===== config.mk =====
export PLATFORM = sky130hd
export DESIGN_NAME = window_gen_3x3
export DESIGN_NICKNAME = d
export VERILOG_FILES = /design/src/rtl/window_gen_3x3.sv
export SDC_FILE = /design/constraint.sdc
export NUM_CORES = 2
export LEC_CHECK = 0
export ABC_AREA = 0
export ABC_CLOCK_PERIOD_IN_PS = 30200
export CAP_MARGIN = 15
export CORE_UTILIZATION = 40
export DETAILED_ROUTE_END_ITERATION = 12
export PLACE_DENSITY_LB_ADDON = 0.12
export RECOVER_POWER = 100
export SLEW_MARGIN = 5
export SYNTH_ARGS = -nofsm -noshare
export SYNTH_HDL_FRONTEND = slang
export SYNTH_SLANG_ARGS = --single-unit

===== constraint.sdc =====
create_clock -name clk -period 30.2 [get_ports clk]
set_input_delay 6.04 -clock clk [delete_from_list [all_inputs] [get_ports clk]]
set_output_delay 6.04 -clock clk [all_outputs]
set_load 0.05 [all_outputs]

===== src/rtl/window_gen_3x3.sv =====
// Streaming 3x3 window generator for a raster-order pixel stream.
// Two line buffers hold the previous two rows; a 3x3 register window shifts
// left on every accepted pixel and presents nine taps with a valid strobe
// whenever the newest pixel completes a full neighbourhood (no padding).
module window_gen_3x3 #(
    parameter int DATA_WIDHT = 32,
    parameter int IMG_WIDTH  = 28,
    parameter int IMG_HEIGHT = 28
) (
    input  logic                  clk,
    input  logic                  rst,
    input  logic [DATA_WIDHT-1:0] Data_In,
    input  logic                  Valid_In,
    output logic [DATA_WIDHT-1:0] Data_Out0,
    output logic [DATA_WIDHT-1:0] Data_Out1,
    output logic [DATA_WIDHT-1:0] Data_Out2,
    output logic [DATA_WIDHT-1:0] Data_Out3,
    output logic [DATA_WIDHT-1:0] Data_Out4,
    output logic [DATA_WIDHT-1:0] Data_Out5,
    output logic [DATA_WIDHT-1:0] Data_Out6,
    output logic [DATA_WIDHT-1:0] Data_Out7,
    output logic [DATA_WIDHT-1:0] Data_Out8,
    output logic                  Valid_Out,
    output logic                  Frame_Done
);

    localparam int CW = $clog2(IMG_WIDTH);
    localparam int RW = $clog2(IMG_HEIGHT);
    localparam logic [CW-1:0] COL_LAST = CW'(IMG_WIDTH - 1);
    localparam logic [RW-1:0] ROW_LAST = RW'(IMG_HEIGHT - 1);
    localparam logic [CW-1:0] COL_TWO  = CW'(2);
    localparam logic [RW-1:0] ROW_TWO  = RW'(2);

    // Position of the next pixel to be accepted.
    logic [CW-1:0] col;
    logic [RW-1:0] row;

    // lb0 = previous row, lb1 = row before that, both indexed by column.
    logic [DATA_WIDHT-1:0] lb0 [IMG_WIDTH];
    logic [DATA_WIDHT-1:0] lb1 [IMG_WIDTH];

    // Row-major window, index 0 = top-left, 8 = bottom-right (newest).
    logic [DATA_WIDHT-1:0] win [9];

    logic col_last;
    logic row_last;
    logic win_ok;

    assign col_last = (col == COL_LAST);
    assign row_last = (row == ROW_LAST);
    // Windows with col < 2 mix in taps from the previous row, and rows 0-1
    // lack a full neighbourhood (or hold the previous frame), so only the
    // interior positions are flagged.
    assign win_ok   = (row >= ROW_TWO) && (col >= COL_TWO);

    // Raster position counters: column wraps into row, row wraps into frame.
    always_ff @(posedge clk or posedge rst) begin
        if (rst) begin
            col <= '0;
            row <= '0;
        end else if (Valid_In) begin
            if (col_last) begin
                col <= '0;
                row <= row_last ? '0 : row + 1'b1;
            end else begin
                col <= col + 1'b1;
            end
        end
    end

    // Line buffers age one row per pixel; contents survive reset and frames.
    always_ff @(posedge clk) begin
        if (Valid_In) begin
            lb1[col] <= lb0[col];
            lb0[col] <= Data_In;
        end
    end

    // Window shifts left and loads the new right-hand column.
    always_ff @(posedge clk or posedge rst) begin
        if (rst) begin
            for (int i = 0; i < 9; i++) win[i] <= '0;
        end else if (Valid_In) begin
            win[0] <= win[1];
            win[1] <= win[2];
            win[2] <= lb1[col];
            win[3] <= win[4];
            win[4] <= win[5];
            win[5] <= lb0[col];
            win[6] <= win[7];
            win[7] <= win[8];
            win[8] <= Data_In;
        end
    end

    // Single-cycle strobes for a complete window and for the frame's last window.
    always_ff @(posedge clk or posedge rst) begin
        if (rst) begin
            Valid_Out  <= 1'b0;
            Frame_Done <= 1'b0;
        end else begin
            Valid_Out  <= Valid_In && win_ok;
            Frame_Done <= Valid_In && row_last && col_last;
        end
    end

    assign Data_Out0 = win[0];
    assign Data_Out1 = win[1];
    assign Data_Out2 = win[2];
    assign Data_Out3 = win[3];
    assign Data_Out4 = win[4];
    assign Data_Out5 = win[5];
    assign Data_Out6 = win[6];
    assign Data_Out7 = win[7];
    assign Data_Out8 = win[8];

endmodule


==> metrics.sh <==
CTS.SINK_COUNT=2092
SYNTH-MAIN-FF-CELL='sky130_fd_sc_hd__edfxtp_1'
DIE_HEIGHT_UM=448
COUNT_OF_HOLD_BUFFERS_INSERTED_BY_POST_CTS_REPAIR=0
DIE_W_UM=448
CLOCK-SKEW-FINAL_NS=0.0701
YOSYSWARNINGS=0
GLOBALROUTETOTALUTIL=0.208
POST-DP-HPWL_UM=118000
FILLERINSTANCES=16700
SYNTHTOLAYOUTAREAGROWTH_PCT=16.4
MOST_COMMON_CELL_ON_CRIT_PATH='sky130_fd_sc_hd__clkbuf_1'
START_UTIL=0.403
FIRST_PASS_ITERATION_COUNT_OF_THE_DETAILED_ROUTER=5
AGGREGATE_NEGATIVE_SETUP_SLACK_NS=0
STATUS='finished, violations left'
DRC=0
CTS_POST_SETUP_BUFFERS_INSERTED=0
SYNTHARSTFLOPSHARE=0.143
CRIT-REG2REG-CAPTURE='lb1[11][26]'
DIE_AREA_UM2=200000
LEAK_PWR_nW=30.5
MAXCAPVIOLATIONS=94
NUMBER_OF_H_TREE_LEVELS=4
TIMING.CRITICAL_PATH.SLOWEST_STAGE_CELL='sky130_fd_sc_hd__clkbuf_1'
NETLIST_AREA_UM2=79400
TIMING.CRITICAL_PATH.FANOUT_MAX=119
HOLDPATHEND='Data_Out1[0]'
SYNTHESIS.NETS=3980
HOLD_PATH.STARTPOINT='Data_Out2[0]'
DP_WORST_SETUP_SLACK_NS=20.29
CRIT_PATH_START_KIND='input port'
GRT-OVFL-TOTAL=0
CTS.ROOT.BUFFER_CELL='sky130_fd_sc_hd__clkbuf_16'
DRIVE_GT1_FRAC=0.188
WORST-PATH-BUF-INV=3
FINAL.SETUP.WORST_SLACK_NS=13.29
SETUP.REG_TO_REG.WORST_SLACK_NS=20.91
CLK_LATENCY_NS=0.87
VIA_COUNT=39800
POWER.DENSITY_CELL_AREA_nW_PER_UM2=108
NUMBER_OF_ROUTED_NETS_WITH_ANTENNA_VIOLATIONS=0
TIMING.CRITICAL_PATH.TO_TYPE='flop'
COUNT_OF_CELLS_ALONG_THE_WORST_REGISTER_TO_REGISTER_PATH=8
TIMING.CRITICAL_PATH.MAX_DELAY_FAMILY='buffers and inverters'
FINALHOLDVIOLATIONS=0
PLACER_S_FINAL_ROUTABILITY_CONGESTION_ESTIMATE=0.752
COUNT_OF_FLIP_FLOPS_WITH_A_BUILT_IN_ENABLE_AFTER_SYNTHESIS=1792
POST-LAYOUT-TOTAL-POWER_mW=10.0
WORST-SETUP-PATH-TYPE='input port to flop'
AVERAGE_VIAS_PER_PLACED_INSTANCE=5.51
SYNTH_TOP_AREA_CELL='sky130_fd_sc_hd__edfxtp_1'
FINAL_MAX_SLEW_VIOL_COUNT=3302
FINAL.PERIOD_UTILIZATION=0.560
POST_CTS_RESIZE_COUNT=0
POSTSYNTHREGISTERBITS=2092
WIRE_PER_INST_UM=28.9
MAX-SLEW-MARGIN-REL=-3.61
MIN_DELAY_PATH_DEPTH=1
YOSYS-TOP-CELLS-AREA='sky130_fd_sc_hd__edfxtp_1 68%, sky130_fd_sc_hd__dfrtp_1 9.5%, sky130_fd_sc_hd__mux4_2 6.3%'
SYN_AVG_CELL_AREA_UM2=20.2
FP-ROW-COUNT=163
MAXIMUM_NUMBER_OF_PINS_ON_ONE_NET_BEFORE_GLOBAL_ROUTE_REPAIR=140
PLACEABLECOREAREA_UM2=197000
TRITONCTS.NUM_BUFFERS=216
CTS_MAX_PATH_BUFFERS=3
IOS=325
SEQ_AREA_FRAC_SYNTH=0.772
TIMING.CRITICAL_PATH.DEPTH=4
SETUP_REPAIR_AFTER_GLOBAL_ROUTING_MISSED_ITS_MARGIN='no'
POST_SYNTH_INST_COUNT=3939
WORSTREG2REGSTART='col[4]'
INITIAL_ANTENNA_VIOLATION_COUNT=7
YOSYS.AREA.TOP_TYPE_SHARE=0.678
SYNTH_CELL_TYPES=56
POSTROUTEWIRELENGTH_UM=209000
IRDROPWORSTVDD_mV=0.0936
FINALSETUPVIOLCOUNT=0
TIGHTEST_SLEW_NS=6.91
IO_BUFFER_COUNT=324
CRITPATHMAXSTAGEDELAY_NS=5.03
MIN_PERIOD_NS=16.91
FIRST_GLOBAL_VIAS=40600
PATH_CLK_SLEW_NS=0.06
DETAIL_ROUTE.ITER0.VIOLATIONS=3525
NETS=4435
CRIT_PATH_CELL_TRACE='clkbuf_1, clkbuf_1, clkbuf_1, mux2_2'
VIOLATIONS_IN_THE_FINAL_REPORTS='capacitance limit, slew limit'
WIRE_LENGTH_OF_THE_FIRST_GLOBAL_ROUTING_PASS_UM=297000
REQUIRED_NS=30.90
CTS_TREE='done'
MAX_CLOCK_FREQ_MHz=59.1
PATH_CLASS_OF_THE_LOWEST_SLACK_MIN_DELAY_PATH='flop to flop'
WORST_EP_ARRIVAL_TIME_NS=17.61
final cells by class:
type                            instances  area, um^2  area share
Timing Repair Buffer                  463        3950      0.0428
Sequential cell                      2092       61300       0.664
Antenna cell                            2        5.00   0.0000542
Tap cell                             2640        3300      0.0357
Inverter                                6        25.0    0.000271
Clock buffer                          333        6210      0.0672
Clock inverter                         76         698     0.00755
Multi-Input combinational cell       1615       16900       0.183
worst reg2reg max path, cell delays in order, from the launching register on:
cell and delay, ns:
sky130_fd_sc_hd__dfrtp_1 1.44, sky130_fd_sc_hd__clkbuf_1 1.66, sky130_fd_sc_hd__nand4bb_1 1.95, sky130_fd_sc_hd__clkbuf_1 1.10, sky130_fd_sc_hd__clkbuf_1 0.72, sky130_fd_sc_hd__o22ai_1 0.30
sky130_fd_sc_hd__a211oi_1 0.14, sky130_fd_sc_hd__nand3_1 0.13, sky130_fd_sc_hd__clkbuf_1 1.27
cell families (layout without fill, tap and decap cells):
family | Yosys count | count (layout) | share of synthesized area
AND/OR/NAND/NOR | 276 | 276 | 0.0163
buffers and inverters | 232 | 878 | 0.0147
XOR/XNOR | 1 | 1 | 0.000110
multiplexers | 926 | 926 | 0.156
flip-flops | 2092 | 2092 | 0.772
other | 0 | 2 | 0
adder cells (fa/ha/maj) | 6 | 6 | 0.000945
AO/OA/AOI/OAI | 406 | 406 | 0.0399
metal layers:
| metal | global-route usage | share of wire |
|---|---|---|
| met5 | 0 | 0 |
| met4 | 0.0552 | 0.023 |
| met3 | 0.0352 | 0.053 |
| met2 | 0.337 | 0.48 |
| met1 | 0.292 | 0.44 |
where the power goes:
part	internal (mW)	switching, mW
Sequential	4.02	0.192
Combinational	0.974	2.26
Clock	1.46	1.11
Total	6.45	3.57
state kept, by name (all words and copies together) (netlist names):
| signal | count |
|---|---|
| Data_Out0 | 32 |
| Data_Out6 | 32 |
| row | 5 |
| Data_Out7 | 32 |
| Data_Out1 | 32 |
| Data_Out2 | 32 |
| lb1 | 896 |
| lb0 | 896 |
| Frame_Done | 1 |
| Data_Out3 | 32 |
| col | 5 |
| Data_Out4 | 32 |
| Valid_Out | 1 |
| Data_Out8 | 32 |
| Data_Out5 | 32 |
synthesized netlist by cell type, types with 4 or more instances:
cell type,number
sky130_fd_sc_hd__edfxtp_1,1792
sky130_fd_sc_hd__clkbuf_1,83
sky130_fd_sc_hd__a22oi_1,122
sky130_fd_sc_hd__a31oi_1,34
sky130_fd_sc_hd__buf_1,8
sky130_fd_sc_hd__nand4bb_1,4
sky130_fd_sc_hd__mux2i_1,450
sky130_fd_sc_hd__a41oi_1,10
sky130_fd_sc_hd__a211oi_1,14
sky130_fd_sc_hd__a41oi_2,21
sky130_fd_sc_hd__nand2_1,47
sky130_fd_sc_hd__ha_1,6
sky130_fd_sc_hd__buf_2,107
sky130_fd_sc_hd__buf_4,14
sky130_fd_sc_hd__a32oi_1,6
sky130_fd_sc_hd__o21ai_0,5
sky130_fd_sc_hd__dfrtp_1,300
sky130_fd_sc_hd__o221ai_1,25
sky130_fd_sc_hd__inv_1,5
sky130_fd_sc_hd__mux4_2,223
sky130_fd_sc_hd__a211oi_2,22
sky130_fd_sc_hd__o22ai_1,129
sky130_fd_sc_hd__buf_6,13
sky130_fd_sc_hd__mux2_2,252
sky130_fd_sc_hd__nor3_1,32
sky130_fd_sc_hd__a21oi_1,10
sky130_fd_sc_hd__nor2_1,99
sky130_fd_sc_hd__nand3_1,66
worst max-delay path by stage:
stage / from / endpoint / slack [ns]
finish: Valid_In / Data_Out7[10] / 13.29
global route: Valid_In / Data_Out7[10] / 12.22
CTS: Valid_In / row[4] / 21.14
detailed placement: Valid_In / row[4] / 20.29
global placement: Valid_In / row[4] / 20.32
floorplan: rst / Data_Out0[0] / 15.87
placed cells by master (no fill, tap or decap), types with 9 or more instances in the layout:
cell type	instances
sky130_fd_sc_hd__mux2_2	251
sky130_fd_sc_hd__clkbuf_8	32
sky130_fd_sc_hd__a22oi_1	122
sky130_fd_sc_hd__mux4_2	223
sky130_fd_sc_hd__dlygate4sd3_1	323
sky130_fd_sc_hd__o221ai_1	25
sky130_fd_sc_hd__buf_4	39
sky130_fd_sc_hd__clkinv_2	24
sky130_fd_sc_hd__nor2_4	9
sky130_fd_sc_hd__a31oi_1	34
sky130_fd_sc_hd__a211oi_1	36
sky130_fd_sc_hd__nor2_1	91
sky130_fd_sc_hd__dfrtp_1	297
sky130_fd_sc_hd__o22ai_1	129
sky130_fd_sc_hd__clkbuf_1	181
sky130_fd_sc_hd__edfxtp_1	1792
sky130_fd_sc_hd__a41oi_2	19
sky130_fd_sc_hd__clkinv_1	28
sky130_fd_sc_hd__nand2_1	47
sky130_fd_sc_hd__nor3_1	32
sky130_fd_sc_hd__nand3_1	66
sky130_fd_sc_hd__clkbuf_16	218
sky130_fd_sc_hd__a41oi_1	12
sky130_fd_sc_hd__mux2i_1	450
sky130_fd_sc_hd__a21oi_1	10
metrics by stage:
step	cell area (um^2)	hold WS (ns)	std cells	util
final	92400	0.493	7227	0.469
after detailed placement	86100	0.494	6802	0.437
after global placement	86100	0.489	6801	0.437
after global routing	92400	0.509	7226	0.469
after CTS	93000	0.501	7211	0.472
after floorplan	79400	0.504	3939	-
Power figures use the tool's default switching activity.
